## config.mk

```make
export PLATFORM = sky130hd
export DESIGN_NAME = sat_addsub_seq
export DESIGN_NICKNAME = d
export VERILOG_FILES = /design/src/rtl/sat_addsub_pkg.sv /design/src/rtl/sat_addsub_seq_cla_chunk.sv /design/src/rtl/sat_addsub_seq.sv
export SDC_FILE = /design/constraint.sdc
export NUM_CORES = 1
export LEC_CHECK = 0
export ABC_AREA = 0
export CAP_MARGIN = 0
export CELL_PAD_IN_SITES_DETAIL_PLACEMENT = 1
export CELL_PAD_IN_SITES_GLOBAL_PLACEMENT = 1
export CORE_ASPECT_RATIO = 1.5
export CORE_UTILIZATION = 25
export DETAILED_ROUTE_END_ITERATION = 8
export PLACE_DENSITY_LB_ADDON = 0.1
export RECOVER_POWER = 100
export SLEW_MARGIN = 20
export SYNTH_ARGS = -nofsm -noshare
export SYNTH_HDL_FRONTEND = slang
export SYNTH_SLANG_ARGS = --single-unit
```

## constraint.sdc

```tcl
create_clock -name clk -period 2.4 [get_ports clk]
set_clock_uncertainty 0.15 [all_clocks]
set_input_delay 0.48 -clock clk [delete_from_list [all_inputs] [get_ports clk]]
set_output_delay 0.48 -clock clk [all_outputs]
set_load 0.1 [all_outputs]
```

## src/rtl/sat_addsub_pkg.sv

```systemverilog
// Shared types and helpers for the sequential saturating add/subtract unit.
package sat_addsub_pkg;

  typedef enum logic [1:0] {
    IDLE = 2'd0,
    BUSY = 2'd1,
    DONE = 2'd2
  } state_t;

  // Most positive two's-complement value of width w (w <= 64), zero-extended.
  function automatic logic [63:0] signed_max(input int unsigned w);
    logic [63:0] r;
    r = '0;
    for (int unsigned i = 0; i < w - 1; i++) r[i] = 1'b1;
    return r;
  endfunction

  // Most negative two's-complement value of width w (w <= 64), zero-extended.
  function automatic logic [63:0] signed_min(input int unsigned w);
    logic [63:0] r;
    r = '0;
    r[w - 1] = 1'b1;
    return r;
  endfunction

endpackage

```

## src/rtl/sat_addsub_seq_cla_chunk.sv

```systemverilog
// Combinational CHUNK-bit carry-lookahead adder group.
module cla_chunk #(
  parameter int unsigned CHUNK = 4
) (
  input  logic [CHUNK-1:0] a,
  input  logic [CHUNK-1:0] b,
  input  logic             cin,
  output logic [CHUNK-1:0] sum,
  output logic             cout
);

  logic [CHUNK-1:0] g;
  logic [CHUNK-1:0] p;
  logic [CHUNK:0]   c;
  logic             cc;
  logic             pr;

  // Each carry is the flattened sum-of-products g[i] | p[i]g[i-1] | ... | p[i..0]cin.
  always_comb begin
    g    = a & b;
    p    = a ^ b;
    c    = '0;
    cc   = 1'b0;
    pr   = 1'b0;
    c[0] = cin;
    for (int unsigned i = 0; i < CHUNK; i++) begin
      cc = g[i];
      pr = p[i];
      for (int unsigned k = 0; k < i; k++) begin
        cc = cc | (pr & g[i-1-k]);
        pr = pr & p[i-1-k];
      end
      c[i+1] = cc | (pr & cin);
    end
  end

  assign sum  = p ^ c[CHUNK-1:0];
  assign cout = c[CHUNK];

endmodule

```

## src/rtl/sat_addsub_seq.sv

```systemverilog
// Multi-cycle signed add/subtract, one CLA chunk per cycle, valid/ready on both sides.
// Define SAT_ADDSUB_SATURATE_EN to clamp overflowing results to signed max/min.
module sat_addsub_seq #(
  parameter int unsigned WIDTH = 16,
  parameter int unsigned CHUNK = 4
) (
  input  logic             clk,
  input  logic             rst_n,
  input  logic             in_valid,
  output logic             in_ready,
  input  logic [WIDTH-1:0] a,
  input  logic [WIDTH-1:0] b,
  input  logic             sub,
  output logic             out_valid,
  input  logic             out_ready,
  output logic [WIDTH-1:0] sum,
  output logic             cout,
  output logic             ovfl
);
  import sat_addsub_pkg::*;

  localparam int unsigned NCHUNK = WIDTH / CHUNK;
  localparam int unsigned IDXW   = (NCHUNK > 1) ? $clog2(NCHUNK) : 1;
  localparam logic [IDXW-1:0] LAST_IDX = IDXW'(NCHUNK - 1);

  state_t           state;
  state_t           state_nxt;
  logic             accept;
  logic             last;

  logic [WIDTH-1:0] a_q;
  logic [WIDTH-1:0] b_q;
  logic [WIDTH-1:0] res_q;
  logic [WIDTH-1:0] raw;
  logic [WIDTH-1:0] sum_nxt;
  logic             ovfl_nxt;
  logic             carry;
  logic [IDXW-1:0]  idx;

  logic [CHUNK-1:0] chunk_a;
  logic [CHUNK-1:0] chunk_b;
  logic [CHUNK-1:0] chunk_sum;
  logic             chunk_cout;

  assign last = (idx == LAST_IDX);

  always_ff @(posedge clk) begin
    if (!rst_n) state <= IDLE;
    else        state <= state_nxt;
  end

  always_comb begin
    state_nxt = state;
    in_ready  = 1'b0;
    out_valid = 1'b0;
    accept    = 1'b0;
    case (state)
      IDLE: begin
        in_ready = 1'b1;
        accept   = in_valid;
        if (accept) state_nxt = BUSY;
      end
      BUSY: begin
        if (last) state_nxt = DONE;
      end
      DONE: begin
        out_valid = 1'b1;
        in_ready  = out_ready;
        accept    = in_valid & out_ready;
        if (out_ready) state_nxt = accept ? BUSY : IDLE;
      end
      default: state_nxt = IDLE;
    endcase
  end

  assign chunk_a = a_q[idx*CHUNK +: CHUNK];
  assign chunk_b = b_q[idx*CHUNK +: CHUNK];

  cla_chunk #(.CHUNK(CHUNK)) u_cla (
    .a    (chunk_a),
    .b    (chunk_b),
    .cin  (carry),
    .sum  (chunk_sum),
    .cout (chunk_cout)
  );

  // On the last chunk, raw is the full result with the current chunk merged in.
  always_comb begin
    raw = res_q;
    raw[idx*CHUNK +: CHUNK] = chunk_sum;
    ovfl_nxt = (a_q[WIDTH-1] == b_q[WIDTH-1]) & (raw[WIDTH-1] != a_q[WIDTH-1]);
  end

`ifdef SAT_ADDSUB_SATURATE_EN
  localparam logic [WIDTH-1:0] SMAX = WIDTH'(signed_max(WIDTH));
  localparam logic [WIDTH-1:0] SMIN = WIDTH'(signed_min(WIDTH));

  always_comb begin
    sum_nxt = raw;
    if (ovfl_nxt) sum_nxt = a_q[WIDTH-1] ? SMIN : SMAX;
  end
`else
  assign sum_nxt = raw;
`endif

  always_ff @(posedge clk) begin
    if (!rst_n) begin
      a_q   <= '0;
      b_q   <= '0;
      res_q <= '0;
      carry <= 1'b0;
      idx   <= '0;
      sum   <= '0;
      cout  <= 1'b0;
      ovfl  <= 1'b0;
    end else if (accept) begin
      a_q   <= a;
      b_q   <= sub ? ~b : b;
      carry <= sub;
      idx   <= '0;
    end else if (state == BUSY) begin
      res_q <= raw;
      carry <= chunk_cout;
      idx   <= idx + IDXW'(1);
      if (last) begin
        sum  <= sum_nxt;
        cout <= chunk_cout;
        ovfl <= ovfl_nxt;
      end
    end
  end

endmodule

```

==> flow_metrics.py, run 1 <==
metrics = {
    "synthesis": {
        "ys_seq_elements": 71,
        "syn_avg_cell_area_um2": 8.98,
        "ys_types": 44,
        "synth_nets": 416,
        "ys_warn_count": 0,
        "synth_flop_cell": "dfxtp_1",
        "syn_inst": 368,
        "yosysTopAreaCellShare_pct": 43.0,
        "async_flop_share_pct": 0,
        "synth_top_cell_by_area": "dfxtp_1",
        "ys_seq_area_share_pct": 43.0,
        "netlist_area_mm2": 0.00331,
        "synth-edff-count": 0,
        "netlist_top_cells_area": "dfxtp_1 43%, a211oi_1 5.9%, nor2_1 5.7%",
    },
    "critical_path": {
        "slowest_delay_ns": 0.55,
        "end_kind": "flop",
        "worst_path_max_delay_cell": "mux4_2",
        "start_kind": "flop",
        "crit_buf_inv": 0,
        "critPathLaunch": "idx[0]",
        "crit_arrival_ns": 2.50,
        "crit_family": "multiplexers",
        "worst_ep_required_time_ns": 2.45,
        "cp_cell_sequence": "mux4_2 > ha_4 > a21oi_4 > o21ai_4 > mux2i_2 > nand4b_1 > a31oi_1",
        "worst-path-max-fanout": 8,
        "worstSetupPathType": "flop to flop",
        "r2r_start": "idx[0]",
    },
    "floorplanning": {
        "core_area_mm2": 0.0130,
        "die_area_mm2": 0.0137,
        "start_util_pct": 25.5,
        "fp.dieH_um": 143,
        "rows": 51,
        "die_x_um": 95.9,
        "num_io_pins": 57,
    },
    "clock_network": {
        "clk_pin_slew_ns": 0.06,
        "clock_path_buffers": 2,
        "clock-sinks": 71,
        "h-tree-depth": 3,
        "cts_buffers": 9,
        "cts-root-buf": "clkbuf_16",
        "clkLatencyLatePin_ns": 0.33,
        "postCtsHoldBufs": 0,
        "cts_tree": "yes",
    },
    "job": {
        "max_cap_viol_count": 0,
    },
    "detailed_routing": {
        "dr_wl_met3_um": 218,
        "top_layer": "met4",
        "dr_wl_met2_mm": 5.41,
        "wl_met1_mm": 3.67,
        "drt-total-wl_mm": 9.43,
        "first_iter_violations": 46,
        "wl_per_cell_um": 15.9,
        "routed_via_density": 4.69,
        "drt_pass1_iterations": 4,
        "antenna_left": 0,
        "drc_errors": 0,
        "num_vias": 2779,
    },
    "grt": {
        "grt_pass1_wl_mm": 15.2,
        "antenna_found_initial": 0,
        "grt_util_all_layers_pct": 14.9,
        "grt_start_max_net_pins": 57,
        "grt.overflow.total": 0,
        "first_global_vias": 2875,
    },
    "final_layout": {
        "final_layout_size_suffix_gt1_share_pct": 21.5,
        "diodes": 0,
        "nFillCells": 1496,
        "postLayoutCoreUtil_pct": 34.8,
        "synthToLayoutAreaGrowth_pct": 36.2,
        "final_cell_area_mm2": 0.00450,
        "nNetsFinal": 476,
    },
    "sta": {
        "clock.fmax_mhz": 408,
        "worstMarginPinSlew_ns": 0.549,
        "hold_viol": 0,
        "setup_violations": 7,
        "timing.final.crit_share_pct": 102,
        "worst_slack_ns": -0.0534,
        "timing.final.max_slew_violations": 0,
        "finalSetupTns_ns": -0.263,
        "slew_headroom_pct": 63.6,
        "rsz0062_at_grt": "yes",
        "fin_crit_ns": 2.45,
    },
    "power": {
        "power.density_mw_per_mm2": 730,
        "p_leak_nw": 1.67,
        "peakVddDrop_v": 0.000299,
        "power.total_mw": 3.29,
    },
    "place": {
        "dpl_cell_area_mm2": 0.00408,
        "place_ws_ns": -0.173,
        "dp_hpwl_mm": 6.93,
        "io_buffers": 56,
        "gp_congestion": 0.742,
    },
    "min_path": {
        "hold_start": "a_q[2]",
        "hold_path_class": "flop to flop",
    },
    "outcome": {
        "violations": "setup timing",
        "status": "complete, but fails checks",
    },
}
## per-stage QoR
| stage | instances | hold slack (ns) |
|---|---|---|
| CTS | 591 | 0.314 |
| detailed placement | 574 | 0.305 |
| global route | 592 | 0.332 |
| finish | 592 | 0.311 |
| global placement | 574 | 0.292 |
| floorplan | 368 | 0.283 |
## cells in the mapped netlist, types with 5 or more instances
master    number
buf_2          7
ha_1          10
o21ai_0       13
clkbuf_1       9
a211oi_1      26
nor2_1        50
xnor2_1       18
nand2_1       46
a21oi_1       35
mux4_2         8
dfxtp_1       71
inv_1         14
a221oi_1       5
a22oi_1        7
## kinds of logic (layout without fill, tap and decap cells)
kind of cell | count (synthesis) | after routing | share of synthesized area, %
fa+ha+maj | 11 | 11 | 4.39
xor+xnor | 19 | 19 | 5.26
flops | 71 | 71 | 43.0
simple gates | 118 | 118 | 16.0
buf+inv | 40 | 105 | 6.17
compound gates | 99 | 99 | 19.0
mux | 10 | 10 | 6.09
## where the power goes
group / switching [mW] / internal, mW / total [mW] / leakage, nW
combinational: 0.286 / 0.248 / 0.535 / 0.934
clock: 0.547 / 0.923 / 1.47 / 0.157
sequential: 0.0428 / 1.24 / 1.28 / 0.581
## sequential cells by signal (all words and copies together), names as in the netlist
name,cells
b_q,16
res_q,16
state,2
a_q,16
ovfl,1
cout,1
idx,2
sum,16
carry,1
## tightest hold or removal path: cells and delay by family (launching register included)
kind               cells  cell delay, ns
DFF                    1            0.31
and+or+nand+nor        1            0.05
AOI/OAI and AO/OA      1            0.05
## layout make-up
type                    instances  area [um2]  share of cell area [%]
clock inverters                 7         103                    2.28
well taps                     159         199                    4.42
repair buffers                 74         617                    13.7
flip-flops and latches         71        1430                    31.7
multi-input cells             257        1880                    41.7
inverters                      15        56.3                    1.25
clock buffers                   9         225                    5.00
## final timing paths
path	endpoint	slack, ns	cells after the start
setup reg to reg	ovfl	-0.05	7
hold / removal	a_q[2]	0.31	2
setup / recovery	ovfl	-0.05	7
hold reg to reg	a_q[2]	0.31	2
## placed cells by master (no fill, tap or decap), drive strengths merged, types with 2 or more instances in the layout
master and n:
buf 16, nand2b 3, a22oi 7, nand2 46
nor2 50, nor2b 4, dfxtp 71, ha 10
nand3 2, mux4 8, and2 2, bufinv 2
a21oi 36, a211oi 26, xnor2 18, o21ai 16
clkbuf 31, and4bb 2, a221oi 5, o22ai 2
clkdlybuf4s50 35, a32oi 3, inv 18, nor3 4
## metal layers
metal  vias up  GRT usage [%]
met5         -              0
met4         0           5.18
met3         9           2.40
met2        39           27.6
met1      1332           16.7
li1       1399              -
## what timing repair did
item | in CTS | in global routing
setup endpoints to repair | 20 | 29
setup buffers | 1 | 1
gates resized for setup | 19 | 12
pin swaps | 6 | 28
No activity file was read; power rests on OpenSTA's default activity.
==> run 2, diff against run 1 <==
--- a/config.mk
+++ b/config.mk
@@ -6,11 +6,11 @@
 export NUM_CORES = 1
 export LEC_CHECK = 0
 export ABC_AREA = 0
-export CAP_MARGIN = 0
 export CELL_PAD_IN_SITES_DETAIL_PLACEMENT = 1
 export CELL_PAD_IN_SITES_GLOBAL_PLACEMENT = 1
 export CORE_ASPECT_RATIO = 1.5
 export CORE_UTILIZATION = 25
+export CTS_CLUSTER_SIZE = 40
 export DETAILED_ROUTE_END_ITERATION = 8
 export PLACE_DENSITY_LB_ADDON = 0.1
 export RECOVER_POWER = 100
==> results of run 2 <==
No change in the layout: final DEF, timing and power equal those of run 1.
